==> src/rtl/frame_stack.sv <==
// frame_stack: WebAssembly operand stack with a frame-base stack for CALL/RETURN.
// Locals are addressed relative to the current base; a non-trivial RETURN copies its results down over several cycles.
module frame_stack #(
    parameter int WIDTH       = 8,
    parameter int DEPTH       = 3,
    parameter int FRAME_DEPTH = 1
) (
    input  logic                   clk,
    input  logic                   reset,
    input  logic                   valid,
    input  logic [2:0]             op,
    input  logic [WIDTH-1:0]       data,
    input  logic [DEPTH:0]         offset,
    input  logic [DEPTH:0]         results,
    output logic                   ready,
    output logic [DEPTH:0]         index,
    output logic [DEPTH:0]         base,
    output logic [FRAME_DEPTH:0]   frame,
    output logic [WIDTH-1:0]       out,
    output logic [WIDTH-1:0]       out1,
    output logic [2:0]             status
);
    localparam int ENTRIES = 1 << DEPTH;
    localparam int FRAMES  = 1 << FRAME_DEPTH;

    localparam logic [DEPTH:0]       IDX_ZERO  = (DEPTH+1)'(0);
    localparam logic [DEPTH:0]       IDX_ONE   = (DEPTH+1)'(1);
    localparam logic [DEPTH:0]       IDX_TWO   = (DEPTH+1)'(2);
    localparam logic [DEPTH:0]       IDX_FULL  = (DEPTH+1)'(ENTRIES);
    localparam logic [DEPTH-1:0]     ADDR_ONE  = DEPTH'(1);
    localparam logic [DEPTH-1:0]     ADDR_TWO  = DEPTH'(2);
    localparam logic [FRAME_DEPTH:0] FRM_ZERO  = (FRAME_DEPTH+1)'(0);
    localparam logic [FRAME_DEPTH:0] FRM_ONE   = (FRAME_DEPTH+1)'(1);
    localparam logic [FRAME_DEPTH:0] FRM_FULL  = (FRAME_DEPTH+1)'(FRAMES);

    localparam logic [2:0] OP_NONE    = 3'd0;
    localparam logic [2:0] OP_PUSH    = 3'd1;
    localparam logic [2:0] OP_POP     = 3'd2;
    localparam logic [2:0] OP_REPLACE = 3'd3;
    localparam logic [2:0] OP_CALL    = 3'd4;
    localparam logic [2:0] OP_RETURN  = 3'd5;
    localparam logic [2:0] OP_GET     = 3'd6;
    localparam logic [2:0] OP_SET     = 3'd7;

    localparam logic [2:0] ST_NONE      = 3'd0;
    localparam logic [2:0] ST_EMPTY     = 3'd1;
    localparam logic [2:0] ST_FULL      = 3'd2;
    localparam logic [2:0] ST_UNDERFLOW = 3'd3;
    localparam logic [2:0] ST_OVERFLOW  = 3'd4;
    localparam logic [2:0] ST_FRAME_OVF = 3'd5;
    localparam logic [2:0] ST_FRAME_UNF = 3'd6;
    localparam logic [2:0] ST_BAD_OFS   = 3'd7;

    typedef enum logic {S_IDLE = 1'b0, S_COPY = 1'b1} state_e;

    logic [WIDTH-1:0]     mem_r   [ENTRIES];
    logic [DEPTH:0]       saved_r [FRAMES];
    logic [DEPTH:0]       index_r;
    logic [DEPTH:0]       base_r;
    logic [FRAME_DEPTH:0] frame_r;
    logic [2:0]           status_r;
    state_e               state_r;
    logic [DEPTH-1:0]     src_r;
    logic [DEPTH:0]       cnt_r;
    logic [DEPTH:0]       res_r;

    state_e               state_s;
    logic                 ready_s;
    logic                 accept_s;
    logic [DEPTH:0]       index_s;
    logic [DEPTH:0]       base_s;
    logic [FRAME_DEPTH:0] frame_s;
    logic [2:0]           status_s;
    logic                 mem_we_s;
    logic [DEPTH-1:0]     mem_waddr_s;
    logic [WIDTH-1:0]     mem_wdata_s;
    logic                 save_we_s;
    logic                 copy_start_s;
    logic                 copy_last_s;
    logic [DEPTH:0]       avail_s;
    logic [DEPTH+1:0]     loc_sum_s;
    logic                 loc_bad_s;
    logic [DEPTH-1:0]     loc_addr_s;
    logic [DEPTH:0]       inc_idx_s;
    logic [DEPTH:0]       dec_idx_s;
    logic [DEPTH-1:0]     top_addr_s;
    logic [DEPTH-1:0]     sec_addr_s;
    logic [DEPTH:0]       call_base_s;
    logic [DEPTH:0]       ret_gap_s;
    logic                 ret_trivial_s;
    logic [FRAME_DEPTH:0] frm_dec_s;
    logic [DEPTH:0]       pop_base_s;
    logic [DEPTH:0]       trivial_idx_s;
    logic [DEPTH:0]       commit_idx_s;
    logic [DEPTH-1:0]     cp_dst_s;
    logic [DEPTH-1:0]     cp_src_s;

    function automatic logic [2:0] eval_status(input logic [DEPTH:0] idx, input logic [DEPTH:0] bas);
        if (idx == bas) begin
            return ST_EMPTY;
        end else if (idx == IDX_FULL) begin
            return ST_FULL;
        end else begin
            return ST_NONE;
        end
    endfunction

    // Address and bound arithmetic shared by all ops; index_r >= base_r always holds.
    always_comb begin
        accept_s      = valid && ready_s;
        avail_s       = index_r - base_r;
        loc_sum_s     = {1'b0, base_r} + {1'b0, offset};
        loc_bad_s     = (loc_sum_s >= {1'b0, index_r});
        loc_addr_s    = loc_sum_s[DEPTH-1:0];
        inc_idx_s     = index_r + IDX_ONE;
        dec_idx_s     = index_r - IDX_ONE;
        top_addr_s    = index_r[DEPTH-1:0] - ADDR_ONE;
        sec_addr_s    = index_r[DEPTH-1:0] - ADDR_TWO;
        call_base_s   = index_r - offset;
        ret_gap_s     = index_r - results;
        ret_trivial_s = (results == IDX_ZERO) || (ret_gap_s == base_r);
        frm_dec_s     = frame_r - FRM_ONE;
        pop_base_s    = saved_r[frm_dec_s[FRAME_DEPTH-1:0]];
        trivial_idx_s = base_r + results;
        commit_idx_s  = base_r + res_r;
        copy_last_s   = (cnt_r == (res_r - IDX_ONE));
        cp_dst_s      = base_r[DEPTH-1:0] + cnt_r[DEPTH-1:0];
        cp_src_s      = src_r + cnt_r[DEPTH-1:0];
    end

    // Per-op next state, memory write port and status; failed checks change only status.
    always_comb begin
        index_s      = index_r;
        base_s       = base_r;
        frame_s      = frame_r;
        status_s     = status_r;
        mem_we_s     = 1'b0;
        mem_waddr_s  = index_r[DEPTH-1:0];
        mem_wdata_s  = data;
        save_we_s    = 1'b0;
        copy_start_s = 1'b0;
        if (state_r == S_COPY) begin
            mem_we_s    = 1'b1;
            mem_waddr_s = cp_dst_s;
            mem_wdata_s = mem_r[cp_src_s];
            if (copy_last_s) begin
                index_s  = commit_idx_s;
                base_s   = pop_base_s;
                frame_s  = frm_dec_s;
                status_s = eval_status(commit_idx_s, pop_base_s);
            end else begin
                status_s = status_r;
            end
        end else if (accept_s) begin
            case (op)
                OP_PUSH: begin
                    if (index_r == IDX_FULL) begin
                        status_s = ST_OVERFLOW;
                    end else begin
                        mem_we_s = 1'b1;
                        index_s  = inc_idx_s;
                        status_s = eval_status(inc_idx_s, base_r);
                    end
                end
                OP_POP: begin
                    if (index_r <= base_r) begin
                        status_s = ST_UNDERFLOW;
                    end else begin
                        index_s  = dec_idx_s;
                        status_s = eval_status(dec_idx_s, base_r);
                    end
                end
                OP_REPLACE: begin
                    if (index_r <= base_r) begin
                        status_s = ST_UNDERFLOW;
                    end else begin
                        mem_we_s    = 1'b1;
                        mem_waddr_s = top_addr_s;
                        status_s    = eval_status(index_r, base_r);
                    end
                end
                OP_CALL: begin
                    if (frame_r == FRM_FULL) begin
                        status_s = ST_FRAME_OVF;
                    end else if (offset > avail_s) begin
                        status_s = ST_UNDERFLOW;
                    end else begin
                        save_we_s = 1'b1;
                        base_s    = call_base_s;
                        frame_s   = frame_r + FRM_ONE;
                        status_s  = eval_status(index_r, call_base_s);
                    end
                end
                OP_RETURN: begin
                    if (frame_r == FRM_ZERO) begin
                        status_s = ST_FRAME_UNF;
                    end else if (results > avail_s) begin
                        status_s = ST_UNDERFLOW;
                    end else if (ret_trivial_s) begin
                        index_s  = trivial_idx_s;
                        base_s   = pop_base_s;
                        frame_s  = frm_dec_s;
                        status_s = eval_status(trivial_idx_s, pop_base_s);
                    end else begin
                        copy_start_s = 1'b1;
                    end
                end
                OP_GET: begin
                    if (loc_bad_s) begin
                        status_s = ST_BAD_OFS;
                    end else if (index_r == IDX_FULL) begin
                        status_s = ST_OVERFLOW;
                    end else begin
                        mem_we_s    = 1'b1;
                        mem_wdata_s = mem_r[loc_addr_s];
                        index_s     = inc_idx_s;
                        status_s    = eval_status(inc_idx_s, base_r);
                    end
                end
                OP_SET: begin
                    if (loc_bad_s) begin
                        status_s = ST_BAD_OFS;
                    end else begin
                        mem_we_s    = 1'b1;
                        mem_waddr_s = loc_addr_s;
                        status_s    = eval_status(index_r, base_r);
                    end
                end
                default: status_s = eval_status(index_r, base_r);
            endcase
        end else begin
            status_s = status_r;
        end
    end

    // FSM next state: a non-trivial RETURN enters COPY until its last element moves.
    always_comb begin
        state_s = state_r;
        case (state_r)
            S_IDLE: begin
                if (copy_start_s) state_s = S_COPY;
                else state_s = S_IDLE;
            end
            S_COPY: begin
                if (copy_last_s) state_s = S_IDLE;
                else state_s = S_COPY;
            end
            default: state_s = S_IDLE;
        endcase
    end

    // FSM outputs.
    always_comb begin
        case (state_r)
            S_IDLE:  ready_s = 1'b1;
            S_COPY:  ready_s = 1'b0;
            default: ready_s = 1'b1;
        endcase
    end

    // State register, stack pointers, saved bases and latched RETURN parameters.
    always_ff @(posedge clk) begin
        if (reset) begin
            state_r  <= S_IDLE;
            index_r  <= IDX_ZERO;
            base_r   <= IDX_ZERO;
            frame_r  <= FRM_ZERO;
            status_r <= ST_EMPTY;
            src_r    <= {DEPTH{1'b0}};
            cnt_r    <= IDX_ZERO;
            res_r    <= IDX_ZERO;
            for (int i = 0; i < FRAMES; i++) begin
                saved_r[i] <= IDX_ZERO;
            end
        end else begin
            state_r  <= state_s;
            index_r  <= index_s;
            base_r   <= base_s;
            frame_r  <= frame_s;
            status_r <= status_s;
            if (save_we_s) begin
                saved_r[frame_r[FRAME_DEPTH-1:0]] <= base_r;
            end
            if (copy_start_s) begin
                src_r <= ret_gap_s[DEPTH-1:0];
                res_r <= results;
                cnt_r <= IDX_ZERO;
            end else if (state_r == S_COPY) begin
                cnt_r <= cnt_r + IDX_ONE;
            end
        end
    end

    // Operand storage is deliberately not cleared; reset only suppresses writes.
    always_ff @(posedge clk) begin
        if (!reset && mem_we_s) begin
            mem_r[mem_waddr_s] <= mem_wdata_s;
        end
    end

    // Top-of-stack views.
    always_comb begin
        if (index_r == IDX_ZERO) out = {WIDTH{1'b0}};
        else out = mem_r[top_addr_s];
        if (index_r < IDX_TWO) out1 = {WIDTH{1'b0}};
        else out1 = mem_r[sec_addr_s];
    end

    assign ready  = ready_s;
    assign index  = index_r;
    assign base   = base_r;
    assign frame  = frame_r;
    assign status = status_r;

endmodule

==> config.mk <==
export PLATFORM = sky130hd
export DESIGN_NAME = frame_stack
export DESIGN_NICKNAME = d
export VERILOG_FILES = /design/src/rtl/frame_stack.sv
export SDC_FILE = /design/constraint.sdc
export NUM_CORES = 1
export LEC_CHECK = 0
export ABC_AREA = 1
export ABC_CLOCK_PERIOD_IN_PS = 10300
export CORE_MARGIN = 4
export CORE_UTILIZATION = 50
export CTS_CLUSTER_DIAMETER = 100
export CTS_CLUSTER_SIZE = 24
export DETAILED_ROUTE_END_ITERATION = 8
export PLACE_DENSITY = 0.7
export SYNTH_ARGS = -nofsm -noshare
export SYNTH_HDL_FRONTEND = slang
export SYNTH_SLANG_ARGS = --single-unit
==> constraint.sdc <==
create_clock -name clk -period 10.3 [get_ports clk]
set_input_delay 2.575 -clock clk [delete_from_list [all_inputs] [get_ports clk]]
set_output_delay 2.575 -clock clk [all_outputs]
set_load 0.03 [all_outputs]
==> run_results.csv <==
group,metric,value,unit
critical_path,r2r_slack,5.57,ns
die,io-pin-count,52,
logic_synthesis,ys_seq_area_share,32.04,%
logic_synthesis,synthTopCellsByArea,"edfxtp_1 (26%), nand2_1 (12%), o21ai_0 (8.4%)",
power_and_ir_drop,ir_drop,0.0001172,V
clocking,clock_latency,0.36,ns
routing,wl_per_cell,19.36,um
logic_synthesis,synth-seq-cells,97,
sta,rsz0062_at_grt,"false",
die,core_area,16060,um^2
logic_synthesis,synthTopCellsByCount,"nand2_1 (262), inv_1 (155), o21ai_0 (140), a21oi_1 (125), nor2_1 (75)",
die,die_h,136.9,um
placed_design,post-place-ws,3.281,ns
logic_synthesis,synth.distinct_cells,42,
critical_path,r2r_cells,16,
logic_synthesis,netlist_area,8309,um^2
die,die_x,136.9,um
layout,layout-drive-gt1-share,4.617,%
critical_path,path_class,"reg -> out",
critical_path,crit_family,"buffers and inverters",
worst_hold_path,min_from,"src_r[1]$_SDFFE_PP0P_",
grt,grt_max_degree,87,
logic_synthesis,syn_inst,1195,
clocking,cts-resized-gates,0,
sta,max_freq,0.1361,GHz
sta,fin_tns_setup,0,ns
die,rows,46,
critical_path,timing.rr.end,"mem_r[5][2]$_DFFE_PP_",
critical_path,cp_max_fo,86,
sta,fin_crit_sh,71.34,%
clocking,clockBufferDepth,2,
logic_synthesis,synth_nets,1270,
grt,overflow,0,
clocking,cts.hold.buffers_added,0,
sta,setup_ws,2.952,ns
routing,routed_wl,27660,um
sta,maxSlewViolCount,0,
die,initial_core_util,51.75,%
routing,drc,0,
routing,avgViaCountPerCell,5.800,
critical_path,cpPeakStageDelay,0.88,ns
power_and_ir_drop,power.density,144.2,nW/um^2
status,outcome,"completed",
grt,grt_pass1_wl,42710,um
critical_path,critPathLaunch,"index[0]$_SDFFE_PP0P_",
routing,first_pass_iters,6,
critical_path,cp-end-kind,"output pin",
routing,ant_nets,0,
clocking,cts_sinks,97,
routing,vias,8288,
sta,max_slew_margin,9.747,%
sta,hold_slack,0.4855,ns
placed_design,gp_congestion,0.9784,
routing,drtIter0Drc,957,
logic_synthesis,synth.avg_cell_area,6.953,um^2
sta,worst_slew_pin_slew,1.349,ns
flow_run,drv_cap,0,
sta,final-setup-viol-count,0,
layout,antennaDiodeCount,0,
clocking,cts_tree,"yes",
placed_design,dpl.hpwl,20140,um
layout,area_growth,10.77,%
layout,finish.utilization,57.32,%
sta,finClkSkew,0.01336,ns
logic_synthesis,synth_warnings,0,
critical_path,slowest_stage,"clkinv_1",
layout,final_net_count,1283,
critical_path,startpoint_type,"flip-flop",
logic_synthesis,synth_top_area_share,26.02,%
logic_synthesis,synthFlopType,"edfxtp_1",
logic_synthesis,yosys.cell_count.top_type,"nand2_1",
clocking,htreeDepth,3,
grt,grt_usage,30.28,%
critical_path,arrival,4.77,ns
sta,period_minus_slack,7.348,ns
die,die_area,18740,um^2
logic_synthesis,synth-edff-count,72,
critical_path,r2r_start,"base[0]$_SDFFE_PP0P_",
clocking,cts-buffers-inserted,9,
logic_synthesis,synthArstFlopShare,0,%
clocking,clk_pin_slew,0.08,ns
power_and_ir_drop,leakagePower,3.918,nW
sta,hold_viol,0,
worst_hold_path,hold_path_class,"reg -> reg",
critical_path,critPathRequiredTime,7.73,ns
placed_design,numPortBuffers,51,
logic_synthesis,yosys.area.top_type,"edfxtp_1",
clocking,post_cts_buffers,0,
grt,antenna_found_initial,0,
critical_path,cp_num_buf_inv,4,
grt,grt_pass1_vias,7611,
worst_hold_path,holdPathEnd,"src_r[1]$_SDFFE_PP0P_",
worst_hold_path,whs_path_depth,2,
clocking,root_buffer,"clkbuf_16",
critical_path,crit_chain,"inv_2, buf_4, ha_1, clkinv_1, a21oi_1, o21ai_0, nand3_1, nand2_1, a31oi_1, clkdlybuf4s50_1",
-- worst max path at each step --
stage	to	slack (ns)	depth (start not counted)
finish	out[2]	2.95	10
floorplan	out[5]	4.47	12
detailed placement	mem_r[5][1]$_DFFE_PP_	3.28	17
global route	out[2]	2.73	10
CTS	out[2]	3.15	10
global placement	mem_r[5][1]$_DFFE_PP_	3.41	17
-- cells by family (layout without fill, tap and decap cells) --
family,after synthesis,count (layout),synth area share (%)
and+or+nand+nor,440,440,22.29
AOI/OAI and AO/OA,350,350,23.22
buffers and inverters,226,244,10.69
DFF,97,97,32.04
adders and majority gates,53,53,8.703
xor gates and xnor gates,29,29,3.057
-- layout by cell type (no fill, tap or decap), drive strengths merged, types with 17 or more instances in the layout --
master / Yosys / final
nand2: 267 / 267
xnor2: 17 / 17
a21oi: 126 / 126
nor2: 81 / 81
edfxtp: 72 / 72
clkdlybuf4s50: 0 / 51
dfxtp: 25 / 25
inv: 165 / 168
a31oi: 24 / 24
ha: 45 / 45
o21ai: 145 / 145
o211ai: 50 / 50
nand3: 71 / 71
-- where the power goes --
part	internal [mW]	switching [mW]
clock	0.171	0.166
combinational	0.178	0.367
sequential	0.431	0.0141
total	0.780	0.547
-- metal layers --
layer	vias to the layer above	share of wire [%]	track usage (%)	wire length (um)
met2	433	45	48.36	12390
met4	0	6.3	17.41	1732
met5	-	0	0	0
met1	3710	41	39.05	11340
li1	4058	-	-	-
met3	87	8.0	4.743	2202
-- registers in the layout (all words and copies together) (netlist names) --
name,flops
state_r,1
status,3
cnt_r,4
base,4
res_r,4
saved_r,8
mem_r,64
src_r,3
index,4
frame,2
-- worst register-to-register path, cell delays in order (launching register included) --
cell and delay (ns):
dfxtp_1 0.65, ha_2 0.30, inv_1 0.05, fa_1 0.39, xnor2_1 0.88, ha_1 0.39
nand2_1 0.07, nand2_1 0.05, nand2_1 0.10, nand2_1 0.10, inv_1 0.10, o21ai_0 0.09
nand2_1 0.07, nand2_1 0.04, a21oi_1 0.29, nand2_1 0.18, nor2_1 0.62
-- metrics by stage --
step	cell area, um^2	power (mW)	std cells
after floorplan	8309	0.8153	1195
after global placement	8907	0.9867	1413
after detailed placement	8907	0.9886	1413
after CTS	9204	1.323	1429
after global routing	9204	1.406	1429
final	9204	1.327	1429
-- layout make-up --
cell class / count / area [um^2]
fillers: 1556 / 6854
multi-input cells: 872 / 4763
flip-flops and latches: 97 / 2664
inverters: 168 / 631.9
repair buffers: 60 / 578.1
well taps: 216 / 270.3
clock buffers: 9 / 225.2
clock inverters: 7 / 71.32
Power figures use the tool's default switching activity.
